File: src/rtl/aes_pkg.sv
// aes_pkg: shared types, constants and byte/word helpers for the AES-128 key schedule
package aes_pkg;
  typedef enum logic [1:0] {IDLE, EMIT, SUB} state_e;
  localparam int AES_NR = 10;
  localparam logic [7:0] AES_RCON_INIT = 8'h01;
  typedef logic [0:3][31:0] key_t;
  function automatic logic [7:0] xtime(input logic [7:0] b);
    return {b[6:0], 1'b0} ^ (b[7] ? 8'h1b : 8'h00);
  endfunction
  function automatic logic [31:0] rot_word(input logic [31:0] w);
    return {w[23:0], w[31:24]};
  endfunction
endpackage

File: src/rtl/aes_key_sched_ctrl_if.sv
// aes_key_sched_ctrl_if: key intake, shared S-box and round-key stream handshakes
interface aes_key_sched_ctrl_if;
  import aes_pkg::*;
  logic        key_valid_i;
  logic        key_ready_o;
  key_t        key_i;
  logic        sbox_req_o;
  logic [31:0] sbox_word_o;
  logic        sbox_ack_i;
  logic [31:0] sbox_word_i;
  logic        rk_valid_o;
  logic        rk_ready_i;
  key_t        rk_o;
  logic [3:0]  rk_idx_o;
  modport master (
    input  key_valid_i, key_i, sbox_ack_i, sbox_word_i, rk_ready_i,
    output key_ready_o, sbox_req_o, sbox_word_o, rk_valid_o, rk_o, rk_idx_o
  );
  modport slave (
    output key_valid_i, key_i, sbox_ack_i, sbox_word_i, rk_ready_i,
    input  key_ready_o, sbox_req_o, sbox_word_o, rk_valid_o, rk_o, rk_idx_o
  );
endinterface

File: src/rtl/aes_key_expand_step.sv
// aes_key_expand_step: one AES-128 expansion round from SubWord result and Rcon
module aes_key_expand_step
  import aes_pkg::*;
(
  input  key_t        key_i,
  input  logic [31:0] sub_i,
  input  logic [7:0]  rcon_i,
  output key_t        key_o
);
  logic [31:0] t, w0, w1, w2, w3;
  always_comb begin
    t  = sub_i ^ {rcon_i, 24'h0};
    w0 = key_i[0] ^ t;
    w1 = key_i[1] ^ w0;
    w2 = key_i[2] ^ w1;
    w3 = key_i[3] ^ w2;
  end
  assign key_o = {w0, w1, w2, w3};
endmodule

File: src/rtl/aes_key_sched_ctrl.sv
// aes_key_sched_ctrl: walks AES-128 key expansion, borrowing the S-box and streaming round keys
module aes_key_sched_ctrl
  import aes_pkg::*;
#(
  parameter int         NUM_ROUNDS = AES_NR,
  parameter logic [7:0] RCON_INIT  = AES_RCON_INIT
) (
  input  logic                        clk,
  input  logic                        nrst,
  input  logic                        abort_i,
  aes_key_sched_ctrl_if.master        bus,
  output logic                        busy_o,
  output logic                        done_o
);
  localparam logic [3:0] LAST = 4'(NUM_ROUNDS);
  state_e     state_q, state_d;
  key_t       key_q, key_d, next_key;
  logic [3:0] idx_q, idx_d;
  logic [7:0] rcon_q, rcon_d;
  logic       key_ready_q, key_ready_d;
  logic       rk_valid_q, rk_valid_d;
  logic       sbox_req_q, sbox_req_d;
  logic       busy_q, busy_d;
  logic       done_q, done_d;
  aes_key_expand_step u_step (
    .key_i  (key_q),
    .sub_i  (bus.sbox_word_i),
    .rcon_i (rcon_q),
    .key_o  (next_key)
  );
  // abort outranks every transition; the key register is deliberately kept on abort
  always_comb begin
    state_d = state_q;
    key_d   = key_q;
    idx_d   = idx_q;
    rcon_d  = rcon_q;
    done_d  = 1'b0;
    if (abort_i) begin
      state_d = IDLE;
    end else if (state_q == IDLE && bus.key_valid_i) begin
      state_d = EMIT;
      key_d   = bus.key_i;
      idx_d   = 4'd0;
      rcon_d  = RCON_INIT;
    end else if (state_q == EMIT && bus.rk_ready_i) begin
      state_d = (idx_q == LAST) ? IDLE : SUB;
      done_d  = (idx_q == LAST);
    end else if (state_q == SUB && bus.sbox_ack_i) begin
      state_d = EMIT;
      key_d   = next_key;
      idx_d   = idx_q + 4'd1;
      rcon_d  = xtime(rcon_q);
    end
    key_ready_d = (state_d == IDLE);
    rk_valid_d  = (state_d == EMIT);
    sbox_req_d  = (state_d == SUB);
    busy_d      = (state_d != IDLE);
  end
  always_ff @(posedge clk or negedge nrst) begin
    if (!nrst) begin
      state_q     <= IDLE;
      key_q       <= '0;
      idx_q       <= 4'd0;
      rcon_q      <= RCON_INIT;
      key_ready_q <= 1'b1;
      rk_valid_q  <= 1'b0;
      sbox_req_q  <= 1'b0;
      busy_q      <= 1'b0;
      done_q      <= 1'b0;
    end else begin
      state_q     <= state_d;
      key_q       <= key_d;
      idx_q       <= idx_d;
      rcon_q      <= rcon_d;
      key_ready_q <= key_ready_d;
      rk_valid_q  <= rk_valid_d;
      sbox_req_q  <= sbox_req_d;
      busy_q      <= busy_d;
      done_q      <= done_d;
    end
  end
  assign bus.key_ready_o = key_ready_q;
  assign bus.rk_valid_o  = rk_valid_q;
  assign bus.rk_o        = key_q;
  assign bus.rk_idx_o    = idx_q;
  assign bus.sbox_req_o  = sbox_req_q;
  assign bus.sbox_word_o = rot_word(key_q[3]);
  assign busy_o          = busy_q;
  assign done_o          = done_q;
endmodule

File: src/flat_wrapper.sv
// flat-port wrapper written by rule: the top's interface ports become plain ports
module aes_key_sched_ctrl_flat import aes_pkg::*;
#(
  parameter int         NUM_ROUNDS = AES_NR,
  parameter logic [7:0] RCON_INIT  = AES_RCON_INIT
)
  (clk, nrst, abort_i, busy_o, done_o, bus_key_valid_i, bus_key_i, bus_sbox_ack_i, bus_sbox_word_i, bus_rk_ready_i, bus_key_ready_o, bus_sbox_req_o, bus_sbox_word_o, bus_rk_valid_o, bus_rk_o, bus_rk_idx_o);
  aes_key_sched_ctrl_if bus_i ();
  input  logic clk;
  input  logic nrst;
  input  logic abort_i;
  output logic busy_o;
  output logic done_o;
  input wire logic [$bits(bus_i.key_valid_i)-1:0] bus_key_valid_i;
  input wire logic [$bits(bus_i.key_i)-1:0] bus_key_i;
  input wire logic [$bits(bus_i.sbox_ack_i)-1:0] bus_sbox_ack_i;
  input wire logic [$bits(bus_i.sbox_word_i)-1:0] bus_sbox_word_i;
  input wire logic [$bits(bus_i.rk_ready_i)-1:0] bus_rk_ready_i;
  output wire logic [$bits(bus_i.key_ready_o)-1:0] bus_key_ready_o;
  output wire logic [$bits(bus_i.sbox_req_o)-1:0] bus_sbox_req_o;
  output wire logic [$bits(bus_i.sbox_word_o)-1:0] bus_sbox_word_o;
  output wire logic [$bits(bus_i.rk_valid_o)-1:0] bus_rk_valid_o;
  output wire logic [$bits(bus_i.rk_o)-1:0] bus_rk_o;
  output wire logic [$bits(bus_i.rk_idx_o)-1:0] bus_rk_idx_o;
  assign bus_i.key_valid_i = bus_key_valid_i;
  assign bus_i.key_i = bus_key_i;
  assign bus_i.sbox_ack_i = bus_sbox_ack_i;
  assign bus_i.sbox_word_i = bus_sbox_word_i;
  assign bus_i.rk_ready_i = bus_rk_ready_i;
  assign bus_key_ready_o = bus_i.key_ready_o;
  assign bus_sbox_req_o = bus_i.sbox_req_o;
  assign bus_sbox_word_o = bus_i.sbox_word_o;
  assign bus_rk_valid_o = bus_i.rk_valid_o;
  assign bus_rk_o = bus_i.rk_o;
  assign bus_rk_idx_o = bus_i.rk_idx_o;
  aes_key_sched_ctrl #(.NUM_ROUNDS(NUM_ROUNDS), .RCON_INIT(RCON_INIT)) u_core (.clk(clk), .nrst(nrst), .abort_i(abort_i), .bus(bus_i), .busy_o(busy_o), .done_o(done_o));
endmodule
File: config.mk
export PLATFORM = sky130hd
export DESIGN_NAME = aes_key_sched_ctrl_flat
export DESIGN_NICKNAME = d
export VERILOG_FILES = /design/src/rtl/aes_pkg.sv /design/src/rtl/aes_key_sched_ctrl_if.sv /design/src/rtl/aes_key_expand_step.sv /design/src/rtl/aes_key_sched_ctrl.sv /design/src/flat_wrapper.sv
export SDC_FILE = /design/constraint.sdc
export NUM_CORES = 1
export LEC_CHECK = 0
export ABC_AREA = 0
export BUFFER_PORTS_ARGS = -buffer_cell sky130_fd_sc_hd__clkbuf_2
export CORE_MARGIN = 5
export CORE_UTILIZATION = 40
export DETAILED_ROUTE_END_ITERATION = 8
export PLACE_DENSITY = 0.68
export SYNTH_ARGS = -nofsm -noshare
export SYNTH_HDL_FRONTEND = slang
export SYNTH_SLANG_ARGS = --single-unit
File: constraint.sdc
create_clock -name clk -period 4.03 [get_ports clk]
set_clock_uncertainty 0.05 [all_clocks]
set_input_delay 0.403 -clock clk [delete_from_list [all_inputs] [get_ports clk]]
set_output_delay 0.403 -clock clk [all_outputs]
set_load 0.05 [all_outputs]
# Yosys cells after proc, flatten, opt, wreduce, memory -nomap -nowiden
# Index checks and enable logic that the tools add are counted.
[word_totals] reg_bits=147 out_inout_bits=169 wordCells=52
[op_classes] n_addsub=1 n_eq_ne=6 mux=18 bitwise_logic=7 n_reduce_logical=8
[ops] op="128-bit two-way mux" n=3
[ops] op="32-bit XOR" n=5
[ops] op="8-bit two-way mux" n=3
[ops] op="4-bit two-way mux" n=3
[ops] op="2-bit two-way mux" n=5
[ops] op="8-bit XOR" n=1
[ops] op="5-bit two-way mux" n=1
[ops] op="4-bit by 1-bit adder with 4-bit output (second input constant)" n=1
[ops] op="2-bit by 1-bit equality test with 1-bit output (second input constant)" n=2
[ops] op="2-bit equality test (second input constant)" n=2
[ops] op="4-bit equality test (second input constant)" n=1
[ops] op="2-bit zero test" n=2
[ops] op="2-bit nonzero test" n=2
[ops] op="1-bit logical AND" n=3
[ops] op="1-bit two-way mux" n=3
[ops] op="3-bit AND reduction" n=1
[ops] op="2-bit by 1-bit != test with 1-bit output (second input constant)" n=1
[ops] op="1-bit NOT" n=1

# Depth between registers and ports, before layout
[logic_depth] word_depth=8 depth_mapped=9 depth_no_buf=6

# Modules after synthesis
# From an unflattened synthesis, not the netlist that was laid out.
[hier_totals] hier_cells=1006 hier_area_um2=8680.8
[modules_own_cells] module="aes_key_sched_ctrl" n_inst=1 cells_each=831 area_per_inst_um2=7130.6 seq_area_each_um2=3681.0
[modules_own_cells] module="aes_key_expand_step" n_inst=1 cells_each=175 area_per_inst_um2=1550.2 seq_area_each_um2=0.0

# Worst setup path after synthesis
# No wires, ideal clock.
[synth_path] kind="register to register" startpoint="register u_core.idx_q[0], in the netlist u_core.bus.rk_idx_o[0]" endpoint="register u_core.sbox_req_q, in the netlist u_core.bus.sbox_req_o" setup_ns=0.073 t_arrival_ns=1.630 required_time_ns=3.907 slack_ns=2.277 path_stages_with_launch=7 n_path_buf=0 cell_sequence="dfrtp_1 -> inv_1 -> ha_1 -> nand3b_1 -> a22oi_1 -> nor3_1 -> nor2b_1"
[synth_between] elab_chain_cells=6
[synth_rtl] element="start: declaration" line_no="aes_key_sched_ctrl.sv:18" text="logic [3:0] idx_q, idx_d;"
[synth_rtl] element="start signal: assignment" line_no="aes_key_sched_ctrl.sv:73" text="idx_q <= idx_d;"
[synth_rtl] element="4-bit equality test" line_no="aes_key_sched_ctrl.sv:46" text="state_d = (idx_q == LAST) ? IDLE : SUB;"
[synth_rtl] element="2-bit two-way mux" line_no="aes_key_sched_ctrl.sv:46"
[synth_rtl] element="2-bit two-way mux" line_no="aes_key_sched_ctrl.sv:45" text="end else if (state_q == EMIT && bus.rk_ready_i) begin"
[synth_rtl] element="2-bit two-way mux" line_no="aes_key_sched_ctrl.sv:40" text="end else if (state_q == IDLE && bus.key_valid_i) begin"
[synth_rtl] element="2-bit two-way mux" line_no="aes_key_sched_ctrl.sv:38" text="if (abort_i) begin"
[synth_rtl] element="net u_core.state_d[1]" line_no="aes_key_sched_ctrl.sv:16" text="state_e state_q, state_d;"
[synth_rtl] element="2-bit equality test" line_no="aes_key_sched_ctrl.sv:56" text="sbox_req_d = (state_d == SUB);"
[synth_rtl] element="net u_core.sbox_req_d" line_no="aes_key_sched_ctrl.sv:22" text="logic sbox_req_q, sbox_req_d;"
[synth_rtl] element="end signal: assignment" line_no="aes_key_sched_ctrl.sv:77" text="sbox_req_q <= sbox_req_d;"
[synth_rtl] element="end: declaration" line_no="aes_key_sched_ctrl.sv:22"
# The timed path passes the listed nets, and every way through them passes these cells.
# A chain may end at the register's enable or synchronous reset.

# Worst setup path in the final report
[layout_path] startpoint="register u_core.state_q[1]" endpoint="register u_core.key_q (netlist bit u_core.bus.rk_o[59])"
[layout_between] elab_chain_cells=4
[layout_rtl] element="start: declaration" line_no="aes_key_sched_ctrl.sv:16"
[layout_rtl] element="start signal: assignment" line_no="aes_key_sched_ctrl.sv:71" text="state_q <= state_d;"
[layout_rtl] element="2-bit by 1-bit equality test with 1-bit output, or another cell as far along" line_no="aes_key_sched_ctrl.sv:45"
[layout_rtl] element="1-bit logical AND, on equally long branches" line_no="aes_key_sched_ctrl.sv:45, aes_key_sched_ctrl.sv:48, aes_key_sched_ctrl.sv:40"
[layout_rtl] element="2-bit by 1-bit != test with 1-bit output (no line) or 2-bit nonzero test (tied branches)"
[layout_rtl] element="3-bit AND reduction (no line)"
[layout_rtl] element="end signal: assignment" line_no="aes_key_sched_ctrl.sv:72" text="key_q <= key_d;"
[layout_rtl] element="end: declaration" line_no="aes_key_sched_ctrl.sv:17" text="key_t key_q, key_d, next_key;"
# Several ways; a longest one is shown, not always the timed one.

==> results.md <==
* HPWL Detailed at 21.1 mm
* Number of global-route vias before repair at 8012
* Initial Util at 41.0%
* EDFF count, synth at 0
* Cell with the most instances after synthesis: dfrtp_1
* Core area at 22000 sq um
* Synth Instances at 949
* Static leakage at 5.38 nW
* Crit. Startpoint: u_core.state_q[1]
* PD cells at 973 nW/um^2
* Final-report hold violation count at 0
* Total GRT Usage at 21.8%
* Peak VDD IR at 0.000671 V
* Die H at 160 um
* Layout cells sized above 1 at 31.5%
* Yosys top cell area share at 40.3%
* CP Buf/Inv Count at 1
* Critical Path RT at 4.28 ns
* #FFs+latches synth at 147
* CP Class: flop to flop
* RSZ-0062 raised after global routing: no
* Post-synth top area cell: dfrtp_1
* Via count at 8124
* Post-CTS sizing at 0
* Setup violations, final at 0
* Mapped Area at 9000 sq um
* Synth cell types at 43
* # port buffers at 334
* Initial DRC count at 480
* Yosys warning count at 0
* Fillers at 2104
* Levels on crit path at 5
* Synth-to-Final Area Change at 24.9%
* Post-Route WL at 28.8 mm
* WL/cell at 19.1 um
* Overflow after GRT at 0
* Max cap viols at 0
* Slowest cell on the critical path: nand2_4
* CP peak stage delay at 0.68 ns
* Sink Count at 147
* ANT cells at 0
* Avg Inst Size Synth at 9.48 sq um
* R2R cell count at 5
* Die W at 160 um
* Crit Reg-Reg Startpoint: u_core.state_q[1]
* Via density at 5.39
* First-pass GRT wire length at 44.8 mm
* CP endpoint kind: flop
* Period utilization at 65.1%
* Post-synthesis sequential area ratio at 40.9%
* Cell Chain, Critical Path: or4b_1, buf_4, nand2_4, o21ai_0, o2bb2ai_1
* Deepest clock path buffer count at 2
* Initial antenna violation count at 0
* Final GP Congestion at 0.822
* Ys flop type: dfrtp_1
* Pwr Total at 10.9 mW
* Antenna Nets Post-Route at 0
* Slew Limit Fails at 0
* Router iterations before antenna repair at 5
* Worst skew pair latency at 0.41 ns
* CTS buffer count at 17
* Rows at 54
* Pin slew with the least headroom to its limit at 0.987 ns
* FFs w/ async S/R, synth at 100%
* Fmax at 0.381 GHz
* Worst Path Max Fanout at 82
* Worst r2r dst: u_core.bus.rk_o[59]
* CP Capture Point: u_core.bus.rk_o[59]
* Residual DRC at 0
* Commonest cells in the netlist: dfrtp_1, a21oi_1, o21ai_0, nand2_1, nor2_1
* Die Area at 25600 sq um
* CTS tree: built
* Ports at 335
* TNS Setup at 0 ns
* Min cycle time layout at 2.62 ns
* Worst rel slew slack at 34.0%
* Outcome: finished clean
* CTS H-Tree Depth at 4
* CP Launch Type: flop
* Top cell family by delay on the critical path: simple AND/OR/NAND/NOR gates
* Layout Nets at 1383
* Worst-path clk slew at 0.06 ns
* Root Driver: clkbuf_16
* Net Count, Synth at 1117
* Arrival @ worst endpoint at 2.87 ns
* R2R Setup Slk at 1.41 ns
* Largest net degree at the start of global routing at 102
* Hold WC Path Type: primary input to flop
* Synth top area cells: dfrtp_1, xnor3_1, a21oi_1, o21ai_0, xnor2_1
flip-flops by register name (all words and copies together) (netlist names):
signal	cells
u_core.bus.rk_o	128
u_core.rcon_q	8
u_core.bus.rk_idx_o	4
u_core.state_q	2
u_core.bus.key_ready_o	1
u_core.bus.rk_valid_o	1
u_core.bus.sbox_req_o	1
u_core.busy_o	1
u_core.done_o	1
worst min path at each step:
stage,cells after the start,from,end
final,3,bus_key_i[120],u_core.bus.rk_o[120]
after global routing,3,bus_key_i[77],u_core.bus.rk_o[77]
after CTS,3,bus_key_i[73],u_core.bus.rk_o[73]
after detailed placement,1,nrst,u_core.bus.rk_o[88]
after global placement,1,nrst,u_core.bus.rk_o[88]
after floorplan,0,nrst,u_core.bus.rk_idx_o[0]
power breakdown:
part / internal [mW] / switching [mW]
Combinational: 1.88 / 4.52
Clock: 1.07 / 0.656
Sequential: 2.07 / 0.740
repair_timing:
item	4_1_cts	5_1_grt
buffers inserted	0	0
hold buffers	1	0
hold endpoints to repair	25	0
layout make-up:
| type | count | area, sq um | area share (%) |
|---|---|---|---|
| Clock buffer | 20 | 457 | 4.07 |
| Clock inverter | 12 | 179 | 1.59 |
| Inverter | 3 | 11.3 | 0.100 |
| Multi-Input combinational cell | 699 | 4700 | 41.9 |
| Sequential cell | 147 | 3680 | 32.8 |
| Tap cell | 280 | 350 | 3.12 |
| Timing Repair Buffer | 347 | 1850 | 16.5 |
metal layers:
layer	vias to the layer above	global-route usage (%)	wire, um
li1	3925	-	-
met1	3876	25.8	11400
met2	293	38.5	14700
met3	30	6.78	2270
met4	0	5.48	412
met5	-	0	0
kinds of logic (layout without fill, tap and decap cells):
family / Yosys count / after routing / share of synthesized area (%)
multiplexers: 8 / 8 / 0.890
flip-flops: 147 / 147 / 40.9
buffers and inverters: 103 / 382 / 6.94
adder cells (fa/ha/maj): 2 / 2 / 0.278
XOR/XNOR: 109 / 109 / 15.1
AND/OR/NAND/NOR: 207 / 207 / 10.8
AO/OA/AOI/OAI: 373 / 373 / 25.1
worst min-delay path: stages:
cell and delay, ns:
clkbuf_2 0.07, nor2_1 0.04, a21oi_1 0.10
layout by cell type, fill, tap and decap left out, types with 2 or more instances in the layout:
cell | netlist | final
clkinv_2 | 0 | 2
mux2i_1 | 8 | 8
o22ai_1 | 53 | 53
clkbuf_16 | 0 | 17
clkinvlp_4 | 0 | 3
a2bb2oi_1 | 30 | 30
xor2_1 | 31 | 31
dfstp_2 | 2 | 2
a21oi_1 | 128 | 128
clkbuf_2 | 0 | 333
nand2b_1 | 2 | 2
o21a_1 | 2 | 2
clkbuf_8 | 0 | 2
a211o_1 | 32 | 32
a22oi_1 | 11 | 11
nor2b_1 | 3 | 3
bufinv_16 | 0 | 4
nor3b_1 | 26 | 25
inv_1 | 3 | 3
clkinv_4 | 0 | 2
o31ai_1 | 3 | 3
buf_12 | 0 | 6
ha_1 | 2 | 2
o2bb2ai_1 | 8 | 8
xnor2_1 | 48 | 48
o21ai_0 | 100 | 100
nor3_1 | 2 | 2
buf_4 | 36 | 6
nor2_1 | 69 | 69
xnor3_1 | 29 | 29
dfrtp_1 | 145 | 145
nand2_1 | 93 | 93
a22o_1 | 5 | 5
stage by stage:
step / cells / utilization, % / setup WS [ns] / hold WS [ns] / instance area (sq um)
after floorplan: 949 / - / 2.28 / 0.0574 / 9000
after global placement: 1475 / 48.2 / 1.40 / 0.435 / 10600
after detailed placement: 1475 / 48.2 / 1.36 / 0.433 / 10600
after CTS: 1508 / 51.2 / 1.36 / 0.168 / 11200
after global routing: 1508 / 51.2 / 1.18 / 0.176 / 11200
final: 1508 / 51.2 / 1.41 / 0.193 / 11200
Power figures use the tool's default switching activity.
